## config.mk

```make
export PLATFORM = sky130hd
export DESIGN_NAME = chess_turn_controller
export DESIGN_NICKNAME = d
export VERILOG_FILES = /design/src/rtl/chess_turn_controller.sv
export SDC_FILE = /design/constraint.sdc
export NUM_CORES = 1
export LEC_CHECK = 0
export ABC_AREA = 0
export CORE_ASPECT_RATIO = 1.5
export CORE_UTILIZATION = 65
export DETAILED_ROUTE_END_ITERATION = 6
export DONT_BUFFER_PORTS = 1
export PLACE_DENSITY_LB_ADDON = 0.3
export RECOVER_POWER = 50
export SETUP_SLACK_MARGIN = 0.02
export SYNTH_ARGS = -nofsm -noshare
export SYNTH_HDL_FRONTEND = slang
export SYNTH_SLANG_ARGS = --single-unit
```

## constraint.sdc

```tcl
create_clock -name clock -period 4.2 [get_ports clock]
set_clock_uncertainty 0.05 [all_clocks]
set_input_delay 0.84 -clock clock [delete_from_list [all_inputs] [get_ports clock]]
set_output_delay 0.84 -clock clock [all_outputs]
set_load 0.02 [all_outputs]
```

## src/rtl/chess_turn_controller.sv

```systemverilog
`default_nettype none
// ============================================================================
// Module   : chess_turn_controller
// Purpose  : Turn sequencer driving the run flags of the white and black
//            countdown timers. Optional macro TURN_BUTTON_SYNC_EN adds
//            button synchronizers and edge detectors on start/move/pause.
// Revision : 1.0 - initial release
// ============================================================================
module chess_turn_controller #(
   parameter int MOVE_CNT_WIDTH = 9,
   parameter int GUARD_CYCLES   = 4
) (
   input  logic                      clock,
   input  logic                      reset,
   input  logic                      start,
   input  logic                      move_done,
   input  logic                      pause_req,
   input  logic                      white_timeout,
   input  logic                      black_timeout,
   output logic                      white_flag,
   output logic                      black_flag,
   output logic                      turn,
   output logic                      paused,
   output logic                      game_over,
   output logic                      winner,
   output logic                      new_game,
   output logic [MOVE_CNT_WIDTH-1:0] move_count
);

   localparam logic [7:0] GUARD_LOAD = 8'(GUARD_CYCLES);

   typedef enum logic [2:0] {
      IDLE      = 3'd0,
      WHITE_RUN = 3'd1,
      BLACK_RUN = 3'd2,
      PAUSED    = 3'd3,
      GAME_OVER = 3'd4
   } state_t;

   state_t                    state;
   state_t                    state_nxt;
   logic                      turn_nxt;
   logic                      winner_nxt;
   logic                      new_game_nxt;
   logic [MOVE_CNT_WIDTH-1:0] move_count_nxt;
   logic [7:0]                guard;
   logic [7:0]                guard_nxt;
   logic                      own_timeout;

   logic                      start_ev;
   logic                      move_ev;
   logic                      pause_ev;

`ifdef TURN_BUTTON_SYNC_EN
   // Two synchronizer stages plus one history stage for rising-edge detection.
   logic [2:0] sync_a;
   logic [2:0] sync_b;
   logic [2:0] sync_c;

   always_ff @(posedge clock) begin
      if (reset) begin
         sync_a <= 3'b000;
         sync_b <= 3'b000;
         sync_c <= 3'b000;
      end else begin
         sync_a <= {start, move_done, pause_req};
         sync_b <= sync_a;
         sync_c <= sync_b;
      end
   end

   assign {start_ev, move_ev, pause_ev} = sync_b & ~sync_c;
`else
   assign {start_ev, move_ev, pause_ev} = {start, move_done, pause_req};
`endif

   always_comb begin
      state_nxt      = state;
      turn_nxt       = turn;
      winner_nxt     = winner;
      new_game_nxt   = 1'b0;
      move_count_nxt = move_count;
      guard_nxt      = guard;
      own_timeout    = (state == WHITE_RUN) ? white_timeout : black_timeout;

      case (state)
         IDLE: begin
            if (start_ev) begin
               state_nxt    = WHITE_RUN;
               new_game_nxt = 1'b1;
               turn_nxt     = 1'b0;
               guard_nxt    = GUARD_LOAD;
            end
         end
         WHITE_RUN, BLACK_RUN: begin
            if (guard != 8'd0) begin
               guard_nxt = guard - 8'd1;
            end
            // The side whose clock runs out loses.
            if (own_timeout) begin
               state_nxt  = GAME_OVER;
               winner_nxt = (state == WHITE_RUN);
            end else if (pause_ev) begin
               state_nxt = PAUSED;
            end else if (move_ev && (guard == 8'd0)) begin
               state_nxt = (state == WHITE_RUN) ? BLACK_RUN : WHITE_RUN;
               turn_nxt  = (state == WHITE_RUN);
               guard_nxt = GUARD_LOAD;
               if (move_count != {MOVE_CNT_WIDTH{1'b1}}) begin
                  move_count_nxt = move_count + 1'b1;
               end
            end
         end
         PAUSED: begin
            if (pause_ev) begin
               state_nxt = turn ? BLACK_RUN : WHITE_RUN;
            end
         end
         GAME_OVER: begin
            if (start_ev) begin
               state_nxt      = IDLE;
               move_count_nxt = '0;
               new_game_nxt   = 1'b1;
               winner_nxt     = 1'b0;
            end
         end
         default: begin
            state_nxt = IDLE;
         end
      endcase
   end

   // Flags are registered from the next state, so they always equal a decode
   // of the state register with no added latency.
   always_ff @(posedge clock) begin
      if (reset) begin
         state      <= IDLE;
         white_flag <= 1'b0;
         black_flag <= 1'b0;
         paused     <= 1'b0;
         game_over  <= 1'b0;
         turn       <= 1'b0;
         winner     <= 1'b0;
         new_game   <= 1'b0;
         move_count <= '0;
         guard      <= 8'd0;
      end else begin
         state      <= state_nxt;
         white_flag <= (state_nxt == WHITE_RUN);
         black_flag <= (state_nxt == BLACK_RUN);
         paused     <= (state_nxt == PAUSED);
         game_over  <= (state_nxt == GAME_OVER);
         turn       <= turn_nxt;
         winner     <= winner_nxt;
         new_game   <= new_game_nxt;
         move_count <= move_count_nxt;
         guard      <= guard_nxt;
      end
   end

endmodule
`default_nettype wire

```

==> flow_summary.yaml <==
power_and_ir_drop:
  vdd_drop_max_mv: 0.434
  power_density_nw_per_um2: 558
  p_leak_uw: 0.000544
global_routing:
  grt_start_max_net_pins: 30
  antenna_found_initial: 0
  grt_pass1_wl_mm: 5.00
  grt_pass1_vias: 1158
  grt.total_usage: 0.251
  globalRouteOverflowTotal: 0
cts:
  clkSinkCount: 27
  numCtsBuffers: 3
  cts_setup_buffers: 0
  htreeDepth: 1
  cts-resized-gates: 0
  hold_buffers: 0
  clock_tree.root_cell: "clkbuf_4"
  clock_latency_ns: 0.32
  clk_pin_slew_ns: 0.14
  cts_tree: "yes"
  cts.path.max_buffers: 2
drt:
  routed_wl_mm: 3.01
  avgRoutedWirePerCell_um: 15.1
  vias: 1339
  detail-route-antenna-nets: 0
  vias_per_cell: 6.73
  drt_first_pass_iters: 4
  remaining_drc_errors: 0
  drt_iter0_drc: 48
sta:
  slew_viol_final: 0
  rsz0062_at_grt: "false"
  worstMarginPinSlew_ns: 0.973
  hold_violations: 0
  finalCritPeriodShare: 0.611
  setup_slack_ns: 1.63
  finalCriticalPeriod_ns: 2.57
  setup_violations: 0
  worst_slew_margin_rel: 0.348
  fmax_mhz: 390
  tns_ns: 0
finish:
  postLayoutCellArea_um2: 1510
  drive_gt1_frac: 0.0625
  antenna_cells: 0
  final_cell_mix: "dfxtp_1, nor2_1, o21ai_0, nor3_1"
  final_common_cell: "dfxtp_1"
  n_fill_cell: 190
  syn2layout_area_growth_pct: -1.64
  fin_nets: 188
floorplanning:
  die_height_um: 61.4
  dieArea_um2: 2560
  core_um2: 2230
  initial_core_util: 0.685
  die_w_um: 41.6
  io_pins: 23
  row_count: 21
worst_setup_path:
  cp_slowest_cell: "nor3b_1"
  r2r_setup_slack_ns: 1.63
  cp.required_ns: 4.41
  path_class: "register to register"
  cp-end-kind: "register"
  slowest_delay_ns: 0.84
  cpLargestDelayFamily: "simple AND/OR/NAND/NOR gates"
  cp_max_fo: 15
  cp-start-kind: "register"
  cp.arrival_ns: 2.78
  worstPathCellList: "nor3b_1 > and2_2 > o22ai_4 > or3_1 > a21oi_2"
  cp_num_buf_inv: 0
logic_synthesis:
  synth-async-reset-ratio: 0
  syn_nets: 192
  synth_area_leaders: "dfxtp_1, nor2_1, nor3_1, o21ai_0, a31oi_1"
  avgSynthCellArea_um2: 8.45
  synth_edf_count: 0
  synth_cell_type_count: 51
  yosys_register_bits: 27
  ys_seq_area_frac: 0.353
  synth_largest_area_cell: "dfxtp_1"
  postSynthCellCount: 181
  synth_top_cell_area_share: 0.353
  syn_area_um2: 1530
  synth_warnings: 0
  synth_ff_type: "dfxtp_1"
place:
  post_dp_cell_area_um2: 1490
  place_ws_ns: 1.68
  place_hpwl_mm: 2.23
  io_buffers: 0
  gp_congestion: 0.793
min_path:
  min_path_type: "register to register"
job:
  drv_cap: 0
outcome:
  outcome: "completed"
[where the power goes]
part	leakage, µW	total (µW)	switching (µW)	internal, µW
Combinational	0.000307	362	207	155
Sequential	0.000219	367	72.9	295
Clock	0.0000177	110	74.2	35.7
Total	0.000544	840	354	485
[path summary, 6_finish.rpt]
check                   startpoint  cells past startpoint                         end
min reg2reg  guard[7]$_SDFFE_PP0P_                      1       guard[7]$_SDFFE_PP0P_
max            state[2]$_SDFF_PP0_                      5  move_count[0]$_SDFFE_PP0P_
min          guard[7]$_SDFFE_PP0P_                      1       guard[7]$_SDFFE_PP0P_
max reg2reg    state[2]$_SDFF_PP0_                      5  move_count[0]$_SDFFE_PP0P_
[kinds of logic (layout without fill, tap and decap cells)]
family                     Yosys count  count (layout)  share of synthesized area
AOI/OAI and AO/OA                   43              43                      0.195
xor gates and xnor gates             1               1                    0.00572
adders and majority gates            4               4                     0.0327
buffers and inverters               12               7                     0.0548
DFF                                 27              27                      0.353
muxes                                1               1                    0.00654
and+or+nand+nor                     93              93                      0.352
[state kept, by name, indices dropped and copies added (netlist names)]
name	count
game_over	1
state	3
guard	8
paused	1
new_game	1
white_flag	1
turn	1
winner	1
move_count	9
black_flag	1
[through the flow]
stage                     total power, µW   util  hold slack, ns  cells
after global placement                719  0.666           0.416    195
after global routing                  906  0.674           0.485    199
after floorplan                       683      -           0.399    181
after CTS                             843  0.678           0.454    199
after detailed placement              735  0.666           0.437    195
final                                 840  0.674           0.458    199
[synthesized netlist by cell type (2+ instances only)]
cell type	count
dfxtp_1	27
nor2_1	25
nor3_1	12
o21ai_0	12
a31oi_1	9
nand2b_1	9
nand2_1	7
nand3b_1	7
and3_1	5
nor4_1	5
a21oi_1	4
ha_1	4
nor2b_1	4
inv_1	3
o31ai_1	3
or3_1	3
a311oi_1	2
a32oi_1	2
buf_4	2
buf_6	2
clkbuf_1	2
nand3_1	2
nor4b_1	2
[metal layers]
metal	part of all wire	up-vias	wire length, µm	track usage
met3	0.034	6	102	0.0381
met1	0.42	643	1260	0.292
met4	0.015	0	45	0.101
met2	0.53	26	1610	0.462
met5	0	-	0	0
li1	-	664	-	-
[area by class of cell]
class | instances | area [µm²] | area share
multi-input cells | 142 | 897 | 0.596
flip-flops and latches | 27 | 541 | 0.359
well taps | 23 | 28.8 | 0.0191
clock buffers | 3 | 22.5 | 0.0150
inverters | 3 | 11.3 | 0.00748
clock inverters | 1 | 5.00 | 0.00333
(Power assumes the default switching activity.)
